==> src/rtl/hazard_ctrl.sv <==
// Load-use / branch-operand hazard detection, taken-branch flush and mult/div busy scheduling for the 5-stage core.
// Optional perf counters behind HAZARD_PERF_CNT_EN; hazard outputs are combinational, md_done is registered.
module hazard_ctrl #(
  parameter int MULDIV_CYCLES = 32,
  parameter int CNT_W         = 8
) (
  input  logic       clk,
  input  logic       reset,
  input  logic [4:0] dec_rs,
  input  logic [4:0] dec_rt,
  input  logic       dec_branch,
  input  logic       dec_pc_src,
  input  logic       dec_muldiv_start,
  input  logic       dec_uses_hilo,
  input  logic [4:0] dec_ex_rt,
  input  logic [4:0] dec_ex_rd,
  input  logic       dec_ex_memread,
  input  logic       dec_ex_regwrite,
  input  logic [4:0] ex_mem_rd,
  input  logic       ex_mem_memtoreg,
  output logic       stall_f,
  output logic       stall_d,
  output logic       flush_d,
  output logic       flush_e,
  output logic       md_start,
  output logic       md_busy,
  output logic       md_done
`ifdef HAZARD_PERF_CNT_EN
  ,
  output logic [31:0] perf_stall_cnt,
  output logic [31:0] perf_flush_cnt
`endif
);

  typedef enum logic {IDLE, BUSY} state_t;

  localparam logic [CNT_W-1:0] CNT_LOAD = CNT_W'(MULDIV_CYCLES - 1);

  state_t           state;
  logic [CNT_W-1:0] cnt;
  logic             lw_stall;
  logic             br_stall;
  logic             md_stall;
  logic             stall;

  // Register 0 is hard-wired, so a zero destination never creates a dependency.
  assign lw_stall = dec_ex_memread && (dec_ex_rt != 5'd0) &&
                    ((dec_ex_rt == dec_rs) || (dec_ex_rt == dec_rt));

  assign br_stall = dec_branch &&
                    ((dec_ex_regwrite && (dec_ex_rd != 5'd0) &&
                      ((dec_ex_rd == dec_rs) || (dec_ex_rd == dec_rt))) ||
                     (ex_mem_memtoreg && (ex_mem_rd != 5'd0) &&
                      ((ex_mem_rd == dec_rs) || (ex_mem_rd == dec_rt))));

  assign md_stall = (state == BUSY) && (dec_uses_hilo || dec_muldiv_start);
  assign stall    = !reset && (lw_stall || br_stall || md_stall);

  assign stall_f  = stall;
  assign stall_d  = stall;
  assign flush_e  = reset || stall;
  assign flush_d  = reset || (dec_pc_src && !stall);
  assign md_busy  = !reset && (state == BUSY);
  assign md_start = !reset && (state == IDLE) && dec_muldiv_start && !lw_stall && !br_stall;

  always_ff @(posedge clk) begin
    if (reset) begin
      state   <= IDLE;
      cnt     <= '0;
      md_done <= 1'b0;
    end else begin
      md_done <= 1'b0;
      case (state)
        IDLE: begin
          if (md_start) begin
            state <= BUSY;
            cnt   <= CNT_LOAD;
          end
        end
        BUSY: begin
          if (cnt == '0) begin
            state   <= IDLE;
            md_done <= 1'b1;
          end else begin
            cnt <= cnt - 1'b1;
          end
        end
        default: state <= IDLE;
      endcase
    end
  end

`ifdef HAZARD_PERF_CNT_EN
  always_ff @(posedge clk) begin
    if (reset) begin
      perf_stall_cnt <= '0;
      perf_flush_cnt <= '0;
    end else begin
      if (stall)   perf_stall_cnt <= perf_stall_cnt + 32'd1;
      if (flush_d) perf_flush_cnt <= perf_flush_cnt + 32'd1;
    end
  end
`endif

endmodule
==> config.mk <==
export PLATFORM = sky130hd
export DESIGN_NAME = hazard_ctrl
export DESIGN_NICKNAME = d
export VERILOG_FILES = /design/src/rtl/hazard_ctrl.sv
export SDC_FILE = /design/constraint.sdc
export NUM_CORES = 1
export LEC_CHECK = 0
export CAP_MARGIN = 20
export CORE_MARGIN = 2
export CORE_UTILIZATION = 41
export DETAILED_ROUTE_END_ITERATION = 16
export PLACE_DENSITY = 0.79
export SYNTH_ARGS = -nofsm -noshare
export SYNTH_HDL_FRONTEND = slang
export SYNTH_SLANG_ARGS = --single-unit
export TNS_END_PERCENT = 5
==> constraint.sdc <==
create_clock -name clk -period 3.79 [get_ports clk]
set_input_delay 0.9475 -clock clk [delete_from_list [all_inputs] [get_ports clk]]
set_output_delay 0.9475 -clock clk [all_outputs]
set_load 0.02 [all_outputs]
; Word level (Yosys, flattened, before mapping)
; Cells that the tools add are included.
[classes]
n_addsub = 1
eq_ne = 8
mux = 7
bitwise = 1
reduce_logical = 34
[ops]
columns = op, count
row1 = 5-bit == test, 6
row2 = 8-bit two-way mux, 2
row3 = 8-bit case mux with 2 select lines, 1
row4 = 1-bit logical AND, 15
row5 = 5-bit nonzero test, 3
row6 = 1-bit logical OR, 9
row7 = 8-bit zero test, 1
row8 = 8-bit by 1-bit subtractor with 8-bit output (second input constant), 1
row9 = 1-bit zero test, 4
row10 = 2-bit inequality test (second input constant), 2
row11 = 1-bit two-way mux, 3
row12 = 1-bit case mux with 2 select lines, 1
row13 = 2-bit AND reduction, 1
row14 = 2-bit OR reduction, 1
row15 = 1-bit NOT, 1
[totals]
register_bits = 10
input_bits = 34
out_inout_bits = 7
elab_cells = 54

; Logic depth before layout (Yosys ltp)
; Gate-level depths: netlist of run 1.
[depth]
ltp_word = 11
depth_mapped = 8
mapped_depth_nobuf = 7

; Worst setup path after synthesis of run 1
; No wires, ideal clock.
[synth_path]
path_type = in2out
from = input port dec_ex_rt[1]
to = output port stall_f
arrival_time_ns = 2.537
t_required_ns = 2.843
path_slack_ns = 0.305
path_stages = 6
path_buffers = 1
path_cell_list = or4_1 -> o21a_1 -> a222oi_1 -> and2_2 -> nor2_1 -> buf_4
[synth_between]
elab_chain_cells = 6
elab_cells_between_ends = 9
cone_classes = eq/ne: 2 / reduce/logical: 7
[synth_lines]
columns = item, line_no
row1 = start: declaration, 15  ; input logic [4:0] dec_ex_rt,
row2 = 5-bit == test or 5-bit nonzero test (tied branches), "48, 47"
row3 = 1-bit logical OR or 1-bit logical AND (tied branches), "48, 47"
row4 = 1-bit logical AND (*), 47  ; assign lw_stall = dec_ex_memread && (dec_ex_rt != 5'd0) &&
row5 = 1-bit logical OR (*) (2 in a row), 57  ; assign stall = !reset && (lw_stall || br_stall || md_stall);
row6 = 1-bit logical AND (*), 57
row7 = end: declaration, 21  ; output logic stall_f,
; Every way passes the cells marked *; elsewhere a longest branch is shown, timed or not.

; Worst setup path in the final report of run 1
[layout_path]
from = input port ex_mem_rd[1]
to = output port flush_d
[layout_between]
elab_chain_cells = 11
elab_cells_between_ends = 14
cone_classes = eq/ne: 2 / reduce/logical: 12
[layout_lines]
columns = item, line_no
row1 = start: declaration, 19  ; input logic [4:0] ex_mem_rd,
row2 = 5-bit == test or 5-bit nonzero test (tied branches), "54, 53"
row3 = 1-bit logical OR or 1-bit logical AND (tied branches), "54, 53"
row4 = 1-bit logical AND (*), 53  ; (ex_mem_memtoreg && (ex_mem_rd != 5'd0) &&
row5 = 1-bit logical OR (*), 52  ; ((dec_ex_rd == dec_rs) || (dec_ex_rd == dec_rt))) ||
row6 = 1-bit logical AND (*), 50  ; assign br_stall = dec_branch &&
row7 = 1-bit logical OR (*) (2 in a row), 57
row8 = 1-bit logical AND (*), 57
row9 = 1-bit zero test (*), 62  ; assign flush_d = reset || (dec_pc_src && !stall);
row10 = 1-bit logical AND (*), 62
row11 = 1-bit logical OR (*), 62
row12 = end: declaration, 23  ; output logic flush_d,
; Marks and branches as above.

==> impl_metrics.json, run 1 <==
{
  "grtUsageMet1_pct": 24.5,
  "use_met2_pct": 42.7,
  "ioPinCount": 41,
  "min_path_cells": 1,
  "cts_setup_buffers": 0,
  "fp.dieH_um": 51.7,
  "yosys-top-cells-count": "31 x xnor2_1, 13 x nand2_1, 10 x dfxtp_1",
  "hold_end": "cnt[6]",
  "critPathLaunchType": "primary input",
  "synth_top_area_share_pct": 29.1,
  "hold_viol_final": 0,
  "place_area_sq_mm": 0.00146,
  "fin_crit_ps": 3690,
  "r2r_cells": 5,
  "grt.busiest_layer": "met2",
  "critical_path_peak_fanout": 3,
  "clockBufferDepth": 2,
  "ir_drop_mv": 0.214,
  "tightestPinTransition_ps": 521,
  "timing.slew.headroom_pct": 65.0,
  "cp.required_ps": 2840,
  "avgRoutedWirePerCell_um": 13.5,
  "drtPass1Iterations": 7,
  "num_vias": 1050,
  "syn-num-nets": 153,
  "crit_type": "in2out",
  "power.density_mw_per_mm2": 291,
  "finalMaxSlewViolations": 0,
  "cts_root_buffer": "clkbuf_4",
  "routed_via_density": 5.25,
  "yosys_register_bits": 10,
  "outcome": "complete, no violations",
  "overflow": 0,
  "synth_warnings": 0,
  "antenna_found_initial": 0,
  "path_clk_slew_ps": 70,
  "setup_violations": 0,
  "drt_iter0_markers": 13,
  "ys_seq_area_share_pct": 21.5,
  "clkSinkCount": 10,
  "synth_most_common_cell": "xnor2_1",
  "worstHoldStart": "cnt[6]",
  "fin_crit_sh_pct": 97.3,
  "die_w_um": 51.7,
  "yosysTopAreaCell": "xnor2_1",
  "design_area_sq_mm": 0.00146,
  "core_sq_mm": 0.00219,
  "dp_hpwl_um": 2200,
  "fillers": 197,
  "fmaxAchievable_mhz": 271,
  "hold_path_class": "reg2reg",
  "critPathCaptureType": "output port",
  "synthTopCellsByArea": "xnor2_1 29%, dfxtp_1 21%, nand2_1 5.2%, nand3_1 4.8%, ha_1 2.7%",
  "cap_violations": 0,
  "synth_cell_type_count": 33,
  "ant_nets": 0,
  "skew_ps": 4.01,
  "start_util_pct": 42.5,
  "cts_tree": "done",
  "syn2layout_area_growth_pct": 56.4,
  "use_met3_pct": 2.30,
  "antennaDiodeCount": 0,
  "syn_area_sq_um": 932,
  "ys.flop_type": "dfxtp_1",
  "rsz0062_at_grt": "no",
  "grt_max_degree": 12,
  "async_flop_share_pct": 0,
  "reg2reg_to": "cnt[5]",
  "cts-htree-levels": 1,
  "final_nets": 209,
  "syn_avg_cell_area_sq_um": 7.97,
  "r2r_slack_ps": 1880,
  "grt_pass1_wl_um": 4490,
  "synth_edf_count": 0,
  "drc_errors": 0,
  "grt_pass1_vias": 1073,
  "reg2reg_from": "cnt[3]",
  "syn_inst": 117,
  "place_congestion": 0.876,
  "fin_tns_setup_ps": 0,
  "std_cell_rows": 17,
  "hold_slack_ps": 509,
  "clk_latency_ps": 270,
  "routed_wl_um": 2690,
  "track_usage_pct": 22.1,
  "p_leak_nw": 0.565,
  "cp_data_arrival_time_ps": 2740,
  "die_area_sq_mm": 0.00267,
  "numCtsBuffers": 3,
  "io_buffers": 40,
  "drive_above_1_share_pct": 16.3
}
-- cell usage in the layout (no fill, tap or decap), drive strengths merged --
cell type,netlist,layout
nor4,1,1
nor3,3,3
nand2b,1,1
a222oi,1,1
o22ai,3,3
or3,2,2
o311a,2,2
a311oi,2,2
nor3b,3,3
xor2,1,1
nand3,9,9
nand2,13,13
clkdlybuf4s15,0,1
xnor2,31,31
a32o,1,1
or4,1,1
dlygate4sd2,0,7
a21o,2,2
a31oi,2,2
ha,2,2
nor2,5,5
o21a,2,2
o21ai,2,2
a221oi,1,1
dfxtp,10,10
buf,1,19
clkdlybuf4s50,0,25
clkbuf,2,6
o2111a,1,1
or4bb,1,1
inv,5,5
a21oi,2,2
nor2b,2,2
and2,3,3
-- state kept, by name, indices dropped and copies added, names as in the netlist --
name	cells
cnt	8
md_done	1
state	1
-- worst max-delay path, cell delays in order --
cell	delay (ps)
dlygate4sd2_1	240
or3_1	370
o311a_1	300
a222oi_1	330
buf_4	180
and2_4	140
a21o_1	120
buf_6	110
-- where the power goes --
group,internal (W),switching (W)
sequential,0.000118,0.0000148
clock,0.0000584,0.0000387
combinational,0.000104,0.0000896
-- worst max-delay path by stage --
stage,startpoint,end,slack (ps),cells after the start
3_5_place_dp,dec_ex_rt[1],flush_d,-640,8
2_1_floorplan,dec_ex_rt[1],stall_f,310,6
4_1_cts,dec_ex_rt[3],flush_d,20,8
3_3_place_gp,dec_ex_rt[1],flush_d,-610,8
5_1_grt,ex_mem_rd[1],flush_d,10,8
6_report,ex_mem_rd[1],flush_d,100,8
-- final cells by class --
class	count	area (sq um)	share of cell area (%)
flip-flops and latches	10	200	13.7
repair buffers	54	468	32.1
multi-input cells	99	699	48.0
inverters	5	18.8	1.29
well taps	28	35.0	2.40
clock buffers	4	36.3	2.49
-- logic make-up after synthesis --
family	after synthesis	share of synthesized area, %
buffers and inverters	8	3.62
adder cells (fa/ha/maj)	2	2.68
AND/OR/NAND/NOR	44	24.3
AO/OA/AOI/OAI	21	17.9
XOR/XNOR	32	30.1
flip-flops	10	21.5
-- metrics by stage --
stage | setup slack [ps] | cells | utilization (%) | total power, W
after global routing | 11.1 | 200 | 66.5 | 0.000451
after detailed placement | -644 | 196 | 66.5 | 0.000335
after CTS | 18.2 | 200 | 66.8 | 0.000426
after global placement | -605 | 196 | 66.5 | 0.000328
final | 103 | 200 | 66.5 | 0.000424
after floorplan | 305 | 117 | - | 0.000246
-- metal layers --
metal / vias up / part of all wire [%]
met5: - / 0
met1: 473 / 44
met2: 45 / 48
met3: 7 / 6.6
li1: 525 / -
met4: 0 / 1.7
-- timing repair --
item                       CTS  global route
setup endpoints to repair    5             5
pin swaps                    7             6
resized for setup           33             5
hold buffers                 0             0
Note: power is estimated with default switching activity, not from simulation.
==> inputs of run 2 (changes only) <==
- CORE_UTILIZATION: 41 -> 50
- DONT_BUFFER_PORTS: unset -> 1
- PLACE_DENSITY: 0.79 -> unset
==> run 2 against run 1 <==
Net effect:
- via count fell by 20%
- sequential share of layout area rose by 6.9 points
- clock skew is 4.2 ps higher
- sequential power is essentially flat
- clock power shrank 26%
- critical path depth down 3
==> impl_metrics.json, run 2 (same netlist as run 1, synthesis figures left out) <==
{
  "outcome": "complete, no violations",
  "antennaDiodeCount": 0,
  "r2r_cells": 5,
  "p_leak_nw": 0.317,
  "power.density_mw_per_mm2": 344,
  "slowest_delay_ps": 520,
  "drc_errors": 0,
  "layout.area.seq_sq_um": 200,
  "fillers": 169,
  "final_nets": 155,
  "antenna_found_initial": 0,
  "fp.dieH_um": 47.2,
  "routed_via_density": 5.88,
  "reg2reg_from": "cnt[3]",
  "track_usage_pct": 21.5,
  "skew_ps": 8.20,
  "final_common_cell": "xnor2_1",
  "fin_tns_setup_ps": 0,
  "regMostFlops": "cnt",
  "setup_violations": 0,
  "clkSinkCount": 10,
  "ioPinCount": 41,
  "drt_iter0_markers": 21,
  "hold_end": "cnt[6]",
  "critPathCaptureType": "output port",
  "ant_nets": 0,
  "cts-htree-levels": 1,
  "largest_reg_flops": 8,
  "cap_violations": 0,
  "instances_no_fill": 142,
  "place_congestion": 0.807,
  "cp_slowest_cell": "or4_1",
  "ir_drop_mv": 0.280,
  "grt_pass1_vias": 788,
  "cts_setup_buffers": 0,
  "die_area_sq_mm": 0.00223,
  "holdBufCountCts": 0,
  "dp_hpwl_um": 1760,
  "std_cell_rows": 15,
  "final_util_pct": 55.6,
  "fin_crit_sh_pct": 93.6,
  "reg2reg_to": "cnt[6]",
  "fin_ws_ps": 244,
  "cts_resized": 0,
  "cp.required_ps": 2840,
  "routed_wl_um": 2110,
  "fmaxAchievable_mhz": 282,
  "drtPass1Iterations": 4,
  "path_clk_slew_ps": 60,
  "r2r_slack_ps": 1890,
  "tightestPinTransition_ps": 727,
  "clk_latency_ps": 260,
  "hold_viol_final": 0,
  "place_ws_ps": 242,
  "dp.cells": 139,
  "num_vias": 835,
  "clockBufferDepth": 2,
  "cp_data_arrival_time_ps": 2600,
  "grt_max_degree": 13,
  "fin_crit_ps": 3550,
  "final_cell_mix": "31 x xnor2_1, 13 x nand2_1, 10 x dfxtp_1, 9 x nand3_1",
  "multiInputGateArea_sq_um": 698,
  "cts_tree": "done",
  "crit_chain": "or4_1, o21a_1, a222oi_1, and2_2, a21o_1",
  "die_w_um": 47.2,
  "io_buffers": 0,
  "finalMaxSlewViolations": 0,
  "critical_path_peak_fanout": 3,
  "rsz0062_at_grt": "no",
  "start_util_pct": 53.4,
  "critPathLaunchType": "primary input",
  "overflow": 0,
  "syn2layout_area_growth_pct": 4.16,
  "reg_top3": "cnt x8, md_done x1, state x1",
  "worstHoldStart": "cnt[6]",
  "core_sq_mm": 0.00175,
  "min_path_cells": 1,
  "timing.slew.headroom_pct": 51.4,
  "grt_pass1_wl_um": 3440,
  "hold_path_class": "reg2reg",
  "cts_root_buffer": "clkbuf_4",
  "drive_above_1_share_pct": 5.13,
  "numCtsBuffers": 3,
  "crit_type": "in2out",
  "avgRoutedWirePerCell_um": 14.9
}
## run 2: worst max-delay path by stage
stage / from / end / slack, ps / cells past startpoint
floorplan: dec_ex_rt[1] / stall_f / 310 / 6
detailed placement: dec_ex_rt[1] / flush_d / 240 / 5
global placement: dec_ex_rt[1] / flush_d / 300 / 5
global route: dec_ex_rt[1] / flush_d / 120 / 5
finish: dec_ex_rt[1] / flush_d / 240 / 5
CTS: dec_ex_rt[1] / flush_d / 240 / 5
## run 2: final cells by class
| class | count | area share, % |
|---|---|---|
| well taps | 25 | 3.22 |
| flip-flops and latches | 10 | 20.6 |
| clock buffers | 3 | 2.32 |
| inverters | 5 | 1.93 |
| multi-input cells | 99 | 71.9 |
## run 2: per-stage QoR
step                      instance area [sq um]  hold WS (ps)  total power [W]
after CTS                                   971           498         0.000335
final                                       971           490         0.000334
after global placement                      948           470         0.000261
after detailed placement                    948           488         0.000264
after global routing                        971           518         0.000360
after floorplan                             932           450         0.000246
## run 2: layer usage
metal	track usage [%]	wire length [um]	up-vias
li1	-	-	415
met3	9.62	260	2
met5	0	0	-
met1	30.8	952	368
met4	1.67	8	0
met2	31.0	889	50
## run 2: power by group
| part | internal, W | switching (W) | leakage (nW) | total (W) |
|---|---|---|---|---|
| logic | 0.0000641 | 0.0000645 | 0.221 | 0.000129 |
| clock network | 0.0000366 | 0.0000348 | 0.0138 | 0.0000714 |
| registers | 0.000118 | 0.0000154 | 0.0820 | 0.000134 |
## run 2: worst max-delay path, delay by kind of cell
kind | cells | cell delay (ps)
and+or+nand+nor | 2 | 770
AOI/OAI and AO/OA | 3 | 890
